$ cat config.mk
export PLATFORM = sky130hd
export DESIGN_NAME = exc_ctrl
export DESIGN_NICKNAME = d
export VERILOG_FILES = /design/src/rtl/exc_pkg.sv /design/src/rtl/exc_prio_enc.sv /design/src/rtl/exc_ctrl.sv
export SDC_FILE = /design/constraint.sdc
export NUM_CORES = 1
export LEC_CHECK = 0
export ABC_AREA = 1
export ABC_CLOCK_PERIOD_IN_PS = 1590
export CORE_UTILIZATION = 36
export DETAILED_ROUTE_END_ITERATION = 6
export GPL_TIMING_DRIVEN = 0
export PLACE_DENSITY_LB_ADDON = 0.15
export SLEW_MARGIN = 10
export SYNTH_ARGS = -nofsm -noshare
export SYNTH_HDL_FRONTEND = slang
export SYNTH_SLANG_ARGS = --single-unit
$ cat constraint.sdc
create_clock -name clk -period 1.59 [get_ports clk]
set_input_delay 0.159 -clock clk [delete_from_list [all_inputs] [get_ports clk]]
set_output_delay 0.159 -clock clk [all_outputs]
set_load 0.05 [all_outputs]
$ cat src/rtl/exc_pkg.sv
// Shared constants for the writeback exception controller: wb_exc bit indices,
// ecode/esubcode values, FSM state encoding and the instruction classification kinds.
package exc_pkg;

    localparam int EXC_ADEF = 0;
    localparam int EXC_INE  = 1;
    localparam int EXC_SYS  = 2;
    localparam int EXC_BRK  = 3;
    localparam int EXC_ALE  = 4;

    localparam logic [5:0] ECODE_INT  = 6'h00;
    localparam logic [5:0] ECODE_ADEF = 6'h08;
    localparam logic [5:0] ECODE_ALE  = 6'h09;
    localparam logic [5:0] ECODE_SYS  = 6'h0B;
    localparam logic [5:0] ECODE_BRK  = 6'h0C;
    localparam logic [5:0] ECODE_INE  = 6'h0D;

    localparam logic [8:0] ESUBCODE_NONE = 9'd0;

    typedef enum logic [1:0] {
        S_IDLE     = 2'd0,
        S_COMMIT   = 2'd1,
        S_FLUSH    = 2'd2,
        S_REDIRECT = 2'd3
    } state_t;

    typedef enum logic [1:0] {
        K_NORMAL = 2'd0,
        K_EXC    = 2'd1,
        K_ERTN   = 2'd2
    } kind_t;

endpackage

$ cat src/rtl/exc_prio_enc.sv
// Combinational priority classification of a writeback instruction:
// INT > ADEF > INE > SYS > BRK > ALE > ERTN > normal.
module exc_prio_enc
    import exc_pkg::*;
(
    input  logic       int_req,
    input  logic [4:0] exc,
    input  logic       ertn,
    output kind_t      kind,
    output logic [5:0] ecode,
    output logic [8:0] esubcode,
    output logic       vaddr_is_pc
);

    always_comb begin
        kind        = K_NORMAL;
        ecode       = 6'h00;
        esubcode    = ESUBCODE_NONE;
        vaddr_is_pc = 1'b0;
        if (int_req) begin
            kind  = K_EXC;
            ecode = ECODE_INT;
        end else if (exc[EXC_ADEF]) begin
            // Fetch-side fault: the faulting address is the PC itself
            kind        = K_EXC;
            ecode       = ECODE_ADEF;
            vaddr_is_pc = 1'b1;
        end else if (exc[EXC_INE]) begin
            kind  = K_EXC;
            ecode = ECODE_INE;
        end else if (exc[EXC_SYS]) begin
            kind  = K_EXC;
            ecode = ECODE_SYS;
        end else if (exc[EXC_BRK]) begin
            kind  = K_EXC;
            ecode = ECODE_BRK;
        end else if (exc[EXC_ALE]) begin
            kind  = K_EXC;
            ecode = ECODE_ALE;
        end else if (ertn) begin
            kind = K_ERTN;
        end
    end

endmodule

$ cat src/rtl/exc_ctrl.sv
// Writeback exception/ERTN controller: commits, flushes and redirects fetch.
// Build macro EXC_CTRL_INT_EN enables taking interrupts from has_int.
//
// state      | meaning
// -----------+-----------------------------------------------------------
// S_IDLE     | accepting writeback instructions, normal ones retire here
// S_COMMIT   | one cycle: pulse csr_wb_ex / csr_ertn_flush, record valid
// S_FLUSH    | flush held for FLUSH_CYCLES cycles (down-counter)
// S_REDIRECT | flush + redirect_valid until redirect_ready
module exc_ctrl
    import exc_pkg::*;
#(
    parameter int FLUSH_CYCLES = 2
) (
    input  logic        clk,
    input  logic        reset,
    input  logic        wb_valid,
    output logic        wb_accept,
    input  logic [31:0] wb_pc,
    input  logic [31:0] wb_vaddr,
    input  logic [4:0]  wb_exc,
    input  logic        wb_ertn,
    input  logic        has_int,
    input  logic [31:0] csr_eentry,
    input  logic [31:0] csr_era,
    output logic        wb_commit,
    output logic        csr_wb_ex,
    output logic        csr_ertn_flush,
    output logic [5:0]  csr_ecode,
    output logic [8:0]  csr_esubcode,
    output logic [31:0] csr_pc,
    output logic [31:0] csr_vaddr,
    output logic        flush,
    output logic        redirect_valid,
    output logic [31:0] redirect_pc,
    input  logic        redirect_ready
);

`ifdef EXC_CTRL_INT_EN
    localparam bit INT_EN = 1'b1;
`else
    localparam bit INT_EN = 1'b0;
`endif

    state_t     state;
    logic [3:0] flush_cnt;
    logic       redirect_ertn;

    kind_t      kind;
    logic [5:0] ecode;
    logic [8:0] esubcode;
    logic       vaddr_is_pc;
    logic       take;

    exc_prio_enc u_prio (
        .int_req     (has_int & INT_EN),
        .exc         (wb_exc),
        .ertn        (wb_ertn),
        .kind        (kind),
        .ecode       (ecode),
        .esubcode    (esubcode),
        .vaddr_is_pc (vaddr_is_pc)
    );

    assign wb_accept = (state == S_IDLE) & ~reset;
    assign take      = wb_valid & wb_accept;
    assign wb_commit = take & (kind == K_NORMAL);

    // Redirect target follows the CSR inputs live while redirect_valid is up
    assign redirect_pc = redirect_valid ? (redirect_ertn ? csr_era : csr_eentry) : 32'h0;

    always_ff @(posedge clk) begin
        if (reset) begin
            state          <= S_IDLE;
            flush_cnt      <= 4'd0;
            redirect_ertn  <= 1'b0;
            csr_wb_ex      <= 1'b0;
            csr_ertn_flush <= 1'b0;
            csr_ecode      <= 6'h00;
            csr_esubcode   <= 9'h000;
            csr_pc         <= 32'h0;
            csr_vaddr      <= 32'h0;
            flush          <= 1'b0;
            redirect_valid <= 1'b0;
        end else begin
            case (state)
                S_IDLE: begin
                    if (take && kind != K_NORMAL) begin
                        state          <= S_COMMIT;
                        redirect_ertn  <= (kind == K_ERTN);
                        csr_wb_ex      <= (kind == K_EXC);
                        csr_ertn_flush <= (kind == K_ERTN);
                        csr_ecode      <= ecode;
                        csr_esubcode   <= esubcode;
                        csr_pc         <= wb_pc;
                        csr_vaddr      <= vaddr_is_pc ? wb_pc : wb_vaddr;
                        flush          <= 1'b1;
                    end
                end
                S_COMMIT: begin
                    csr_wb_ex      <= 1'b0;
                    csr_ertn_flush <= 1'b0;
                    flush_cnt      <= 4'(FLUSH_CYCLES);
                    state          <= S_FLUSH;
                end
                S_FLUSH: begin
                    if (flush_cnt == 4'd1) begin
                        state          <= S_REDIRECT;
                        redirect_valid <= 1'b1;
                    end else begin
                        flush_cnt <= flush_cnt - 4'd1;
                    end
                end
                S_REDIRECT: begin
                    if (redirect_ready) begin
                        state          <= S_IDLE;
                        flush          <= 1'b0;
                        redirect_valid <= 1'b0;
                    end
                end
                default: state <= S_IDLE;
            endcase
        end
    end

endmodule

==> results of run 1 <==
-- sequential cells by signal, summed over array words and instances, names as in the netlist, 2 cells and up --
register and flops:
flush_cnt 4, csr_vaddr 32, csr_ecode 4, state 2
csr_pc 32
-- cell usage after synthesis (all sizes together) --
cell	instances	area, µm²
nor2	145	571
o21ai	102	510
dfxtp	79	1580
a21oi	46	238
buf	34	267
mux2i	32	320
inv	21	88.8
nand2	20	92.6
clkbuf	12	45.0
nand3	9	50.1
ha	7	87.6
o211ai	2	15.0
a211oi	1	7.51
conb	1	3.75
nand4	1	12.5
nor4	1	6.26
xor2	1	8.76
-- cells in the final DEF (no fill, tap or decap), types with 3 or more instances in the layout --
master	instances
nor2_4	32
nand3_1	7
inv_6	4
ha_1	6
buf_2	7
o21ai_1	88
a21oi_1	44
mux2i_1	32
inv_1	16
clkbuf_4	5
dfxtp_1	75
nor2_1	80
nor2_2	32
dlygate4sd2_1	72
clkbuf_1	6
o21ai_2	3
clkdlybuf4s50_1	133
conb_1	11
buf_6	13
nand2_1	17
o21ai_0	11
buf_4	49
clkbuf_8	9
-- cells by family (layout without fill, tap and decap cells) --
kind of cell,after synthesis,in the layout,synth area share [%]
and+or+nand+nor,176,176,18.7
AOI/OAI and AO/OA,151,151,19.7
DFF,79,79,40.5
buffers and inverters,67,329,10.3
muxes,32,32,8.20
adders and majority gates,7,7,2.24
other,1,12,0.0960
xor gates and xnor gates,1,1,0.224
-- final cells by class --
class | count | area [µm²] | share of cell area, %
Multi-Input combinational cell | 378 | 2320 | 33.0
Timing Repair Buffer | 246 | 2290 | 32.5
Sequential cell | 79 | 1590 | 22.6
Buffer | 46 | 360 | 5.12
Tap cell | 136 | 170 | 2.42
Clock buffer | 9 | 124 | 1.76
Inverter | 21 | 91.3 | 1.30
Clock inverter | 7 | 90.1 | 1.28
Antenna cell | 1 | 2.50 | 0.0355
-- through the flow --
| stage | cell area (µm²) | util (%) | worst slack (ps) | setup TNS, ps |
|---|---|---|---|---|
| finish | 7040 | 67.6 | 37.7 | 0 |
| global route | 7040 | 67.6 | -27.0 | -175 |
| CTS | 6990 | 67.1 | -19.4 | -47.8 |
| detailed placement | 6770 | 65.0 | -636 | -19780 |
| global placement | 6770 | 65.0 | -622 | -16740 |
| floorplan | 4190 | - | 33.7 | 0 |
-- metal layers --
layer  vias to the layer above  routed length [µm]  global-route usage [%]
met5                         -                   0                       0
met4                         0                 402                    10.9
met1                      2072                5130                    23.9
li1                       2223                   -                       -
met2                       173                7520                    48.4
met3                        24                1310                    8.71
-- what timing repair did --
item	in CTS	in global routing
setup endpoints to repair	171	34
gates resized for setup	355	20
pin swaps	2	1
buffers inserted	5	0
-- critical path, delay by kind of cell (launching register included) --
| family | cells | cell delay, ps |
|---|---|---|
| buffers and inverters | 2 | 380 |
| DFF | 1 | 380 |
| and+or+nand+nor | 1 | 40 |
| AOI/OAI and AO/OA | 1 | 260 |
-- where the power goes --
| part | internal (µW) | switching, µW | total, µW |
|---|---|---|---|
| logic | 1670 | 3410 | 5090 |
| registers | 2390 | 231 | 2620 |
| clock network | 760 | 834 | 1590 |
-- worst max path at each step --
stage,slack [ps],startpoint,cells after the start,to
2_1_floorplan,30,redirect_valid,3,redirect_pc[10]
3_3_place_gp,-620,wb_exc[2],5,wb_commit
3_5_place_dp,-640,wb_exc[2],5,wb_commit
4_1_cts,-20,redirect_ertn,5,redirect_pc[24]
5_1_grt,-30,redirect_ertn,4,redirect_pc[20]
6_report,40,redirect_ertn,4,redirect_pc[1]
==> flow_summary_export.csv, run 1 <==
group,metric,value,unit
min_path,min_to,"csr_ecode[2]",
timing,fin_crit_sh,97.6,%
detailed_routing,wl,14.4,mm
worst_setup_path,rr_endpoint,"state[1]",
floorplan,fp.coreArea,10400,µm²
power_and_ir_drop,power,9310,µW
timing,hold_ws,18.7,ps
timing,max-slew-margin-rel,60.0,%
worst_setup_path,r2r-start,"state[0]",
outcome,outcome,"finished clean",
min_path,hp-class,"in -> reg",
global_routing,grt_usage,25.2,%
yosys,ys_types,30,
worst_setup_path,arrival,1390,ps
min_path,hold_path_startpoint,"reset",
worst_setup_path,worst_setup_path_start_kind,"flop",
finish,nets,927,
worst_setup_path,cp.required,1430,ps
clock_tree,cts_tree,"yes",
power_and_ir_drop,p_leak,0.00320,µW
global_routing,grt_pass1_wl,22.2,mm
detailed_routing,drt_pass1_iterations,4,
clock_tree,htreeDepth,3,
timing,hold_viol,0,
detailed_routing,routedWlPerCell,15.6,µm
clock_tree,cts-root-buf,"clkbuf_8",
timing,finalCriticalPeriod,1550,ps
clock_tree,cts_buffers,9,
timing,rsz0062_at_grt,"true",
floorplan,ios,256,
global_routing,grt_antenna_before_repair,1,
yosys,synth_warnings,0,
power_and_ir_drop,ir_worst_vdd,821,µV
min_path,hold_path_depth,2,
placed_design,place.gp.congestion,0.804,
timing,skew,8.34,ps
worst_setup_path,path_cells,"clkbuf_4 > o21ai_1 > nor2_4 > buf_4",
power_and_ir_drop,p_per_area,1320,nW/µm²
finish,synthToLayoutAreaGrowth,80.4,%
timing,timing.fmax,644,MHz
worst_setup_path,critPathSlowestCell,"dfxtp_4",
detailed_routing,drt_iter0_drc,154,
clock_tree,cts_sinks,79,
detailed_routing,drcViolationCount,0,
detailed_routing,drtAntennaViolNets,0,
floorplan,die_h,106,µm
global_routing,grt_max_degree,17,
worst_setup_path,end_kind,"primary output",
worst_setup_path,path_class,"reg -> out",
run,cap_viol_max_count,0,
detailed_routing,vias,4492,
worst_setup_path,slowest_delay,380,ps
finish,drive_above_1_share,23.0,%
floorplan,start_util,37.5,%
worst_setup_path,rr_worst_depth,8,
finish,num-fill-cells,914,
yosys,syn_avg_cell_area,7.60,µm²
placed_design,place_inst,901,
floorplan,die_area,11300,µm²
yosys,syn_inst,514,
clock_tree,cts_hold_buf,0,
yosys,netlist_area,3900,µm²
placed_design,hpwl,11.2,mm
placed_design,io_buffers,241,
yosys,yosysSeqAreaShare,40.5,%
clock_tree,clock_path_buffers,2,
yosys,ys_ff_latch,79,
timing,tightest_slew,602,ps
timing,finalMaxSlewViolations,0,
global_routing,grt.overflow.total,0,
finish,fin_cells,923,
worst_setup_path,critPathMaxFanout,10,
global_routing,grt_pass1_vias,4511,
worst_setup_path,rrSetupSlack,110,ps
clock_tree,clk_pin_slew,90,ps
floorplan,dieWidth,106,µm
floorplan,core.rowCount,37,
timing,setup_viol,0,
clock_tree,insertion_delay,360,ps
detailed_routing,routed_via_density,4.87,
(Power assumes the default switching activity.)
==> inputs of run 2 (changes only) <==
ABC_AREA = 0   (was 1)
CORE_UTILIZATION = 38   (was 36)
HOLD_SLACK_MARGIN = 0.05   (was not set)
PLACE_DENSITY_LB_ADDON = 0.12   (was 0.15)
==> run 2 against run 1 <==
  * First-iteration DRC count grew 18%
  * Non-clock buffer count grew 22
  * The flow now finishes with violations (negative setup slack)
  * Sequential power shrank 4%
  * Worst setup slack lost 110 ps
  * Clock power shrank 11%
  * Cell area grew 9.9%
  * Combinational power shrank 22%
==> flow_summary_export.csv, run 2 <==
group,metric,value,unit
yosys,synth_top_area_share,38.1,%
yosys,ys_types,37,
floorplan,die_area,11300,µm²
finish,final_area,7740,µm²
timing,tightest_slew,762,ps
detailed_routing,drtAntennaViolNets,0,
yosys,synth-xor-area-share,0,%
clock_tree,clock_path_buffers,2,
timing,setup_viol,20,
finish,mostFrequentLayoutCells,"clkdlybuf4s50_1, dfxtp_1, dlygate4sd2_1",
clock_tree,cts_hold_buf,0,
global_routing,grt_max_degree,15,
worst_setup_path,end_kind,"primary output",
finish,final_common_cell,"clkdlybuf4s50_1",
detailed_routing,drt_iter0_drc,181,
yosys,synth-async-reset-ratio,0,%
timing,max-slew-margin-rel,49.2,%
worst_setup_path,worst-path-buf-inv,2,
worst_setup_path,arrival,1500,ps
timing,finalCriticalPeriod,1660,ps
timing,fin_crit_sh,104,%
detailed_routing,routed-wl-met2,8.26,mm
yosys,yosys_most_used_dff,"dfxtp_1",
floorplan,fp.coreArea,10500,µm²
finish,top_regs,"csr_pc (32), csr_vaddr (32)",
global_routing,grt_pass1_wl,21.9,mm
finish,drive_above_1_share,28.2,%
detailed_routing,routedWlPerCell,16.9,µm
global_routing,grt.overflow.total,0,
clock_tree,htreeDepth,3,
worst_setup_path,critPathSlowestCell,"dfxtp_4",
placed_design,io_buffers,242,
worst_setup_path,path_cells,"inv_4 > ha_4 > and3b_2 > and3_4 > buf_8",
detailed_routing,drcViolationCount,0,
detailed_routing,routed.top_layer,"met4",
timing,finalWorstSetupSlack,-70.4,ps
outcome,outcome,"complete, but fails checks",
clock_tree,cts-root-buf,"clkbuf_8",
clock_tree,clk_pin_slew,90,ps
timing,rsz0062_at_grt,"true",
timing,hold_viol,0,
placed_design,place.gp.congestion,0.786,
yosys,synth_warnings,0,
worst_setup_path,critPathMaxFanout,4,
floorplan,core.rowCount,37,
floorplan,die_h,106,µm
min_path,hp-class,"in -> reg",
worst_setup_path,path_class,"reg -> out",
detailed_routing,wl,15.2,mm
yosys,synth_area_leaders,"dfxtp_1, mux2i_1, nand2_1",
timing,final.setup.tns,-817,ps
power_and_ir_drop,p_per_area,1020,nW/µm²
power_and_ir_drop,ir_worst_vdd,595,µV
yosys,yosysSeqAreaShare,38.1,%
yosys,netlist_area,4150,µm²
detailed_routing,wl_met3,904,µm
timing,skew,11.3,ps
clock_tree,cts_tree,"yes",
yosys,synth_top_cell_by_area,"dfxtp_1",
finish,synthToLayoutAreaGrowth,86.6,%
global_routing,grt_usage,24.5,%
placed_design,placed_cell_area,6920,µm²
power_and_ir_drop,p_leak,0.00329,µW
placed_design,hpwl,10.9,mm
finish,nets,906,
worst_setup_path,cp.required,1430,ps
worst_setup_path,crit_family,"simple AND/OR/NAND/NOR gates",
yosys,synth_top_family_by_area,"simple AND/OR/NAND/NOR gates",
yosys,synth_edf_count,0,
timing,timing.fmax,602,MHz
floorplan,start_util,39.6,%
detailed_routing,routed_via_density,4.96,
outcome,violations,"negative setup slack",
yosys,synthMuxAreaShare,16.2,%
yosys,ys_ff_latch,79,
global_routing,grt_antenna_before_repair,1,
clock_tree,insertion_delay,340,ps
global_routing,grt_pass1_vias,4422,
yosys,yosys.area_share.simple,19.6,%
floorplan,ios,256,
yosys,syn_inst,471,
detailed_routing,met1_length,5.74,mm
clock_tree,cts_buffers,9,
worst_setup_path,worst_setup_path_start_kind,"flop",
yosys,syn_avg_cell_area,8.80,µm²
yosys,synth_common_cells,"dfxtp_1, nand2_1, mux2i_1",
detailed_routing,vias,4483,
yosys,synth_adder_area_share,2.11,%
timing,finalMaxSlewViolations,0,
worst_setup_path,slowest_delay,370,ps
yosys,synth_most_common_cell,"dfxtp_1",
clock_tree,cts_sinks,79,
yosys,synth_compound_area_share,16.2,%
floorplan,dieWidth,106,µm
run,cap_viol_max_count,0,
finish,fin_util,74.0,%
detailed_routing,drt_pass1_iterations,4,
-- run 2: changes by cell type after synthesis, sizes merged, moves of 7 or more --
cell | previous run | this run
a211oi | 1 | 35
inv | 21 | 9
mux2i | 32 | 66
nand2 | 20 | 72
nand3 | 9 | 2
nor2 | 145 | 39
nor2b | 0 | 35
o21ai | 102 | 6
-- run 2: cells by family (layout without fill, tap and decap cells) --
kind of cell / Yosys count / after routing
flops: 79 / 79
simple gates: 170 / 170
mux: 67 / 67
buf+inv: 55 / 339
compound gates: 92 / 92
fa+ha+maj: 7 / 7
other cells: 1 / 13
-- run 2: timing repair --
item,CTS,global route
buffers inserted,13,15
pin swaps,5,8
resized for setup,356,70
endpoints found under the setup margin,182,103
gates cloned,1,1
-- run 2: area by class of cell --
type                    instances  area [µm²]
diodes                          2        5.00
plain buffers                  42         390
clock buffers                  11         141
clock inverters                 5        41.3
fillers                       797        2720
inverters                       9        38.8
multi-input cells             347        2690
flip-flops and latches         79        1600
well taps                     136         170
repair buffers                272        2670
-- run 2: through the flow --
step	std cells	hold slack [ps]	power (µW)	setup WS, ps
2_1_floorplan	481	295	4810	-50.6
3_3_place_gp	859	440	5950	-809
3_5_place_dp	859	446	6060	-820
4_1_cts	887	127	7640	-190
5_1_grt	902	147	8260	-114
6_report	903	145	7910	-70.4
-- run 2: power breakdown --
| group | total, µW | switching [µW] | internal, µW | leakage (µW) |
|---|---|---|---|---|
| Sequential | 2520 | 213 | 2310 | 0.000650 |
| Clock | 1410 | 781 | 625 | 0.0000866 |
| Combinational | 3980 | 2320 | 1660 | 0.00255 |
-- run 2: path summary, 6_finish.rpt --
path / startpoint / to / slack [ps] / depth (start not counted)
setup / recovery: state[1] / wb_commit / -70 / 5
hold reg to reg: csr_pc[27] / csr_pc[27] / 450 / 2
hold / removal: wb_exc[0] / csr_ecode[2] / 150 / 3
setup reg to reg: state[1] / csr_ecode[0] / -10 / 7
-- run 2: metal layers --
layer / track usage, % / up-vias
met3: 5.40 / 27
met1: 27.0 / 2121
met4: 8.02 / 0
met5: 0 / -
li1: - / 2160
met2: 46.3 / 175
-- run 2: worst min-delay path, delay by kind of cell --
family / cells / cell delay, ps
simple gates: 1 / 110
compound gates: 1 / 50
buf+inv: 1 / 120
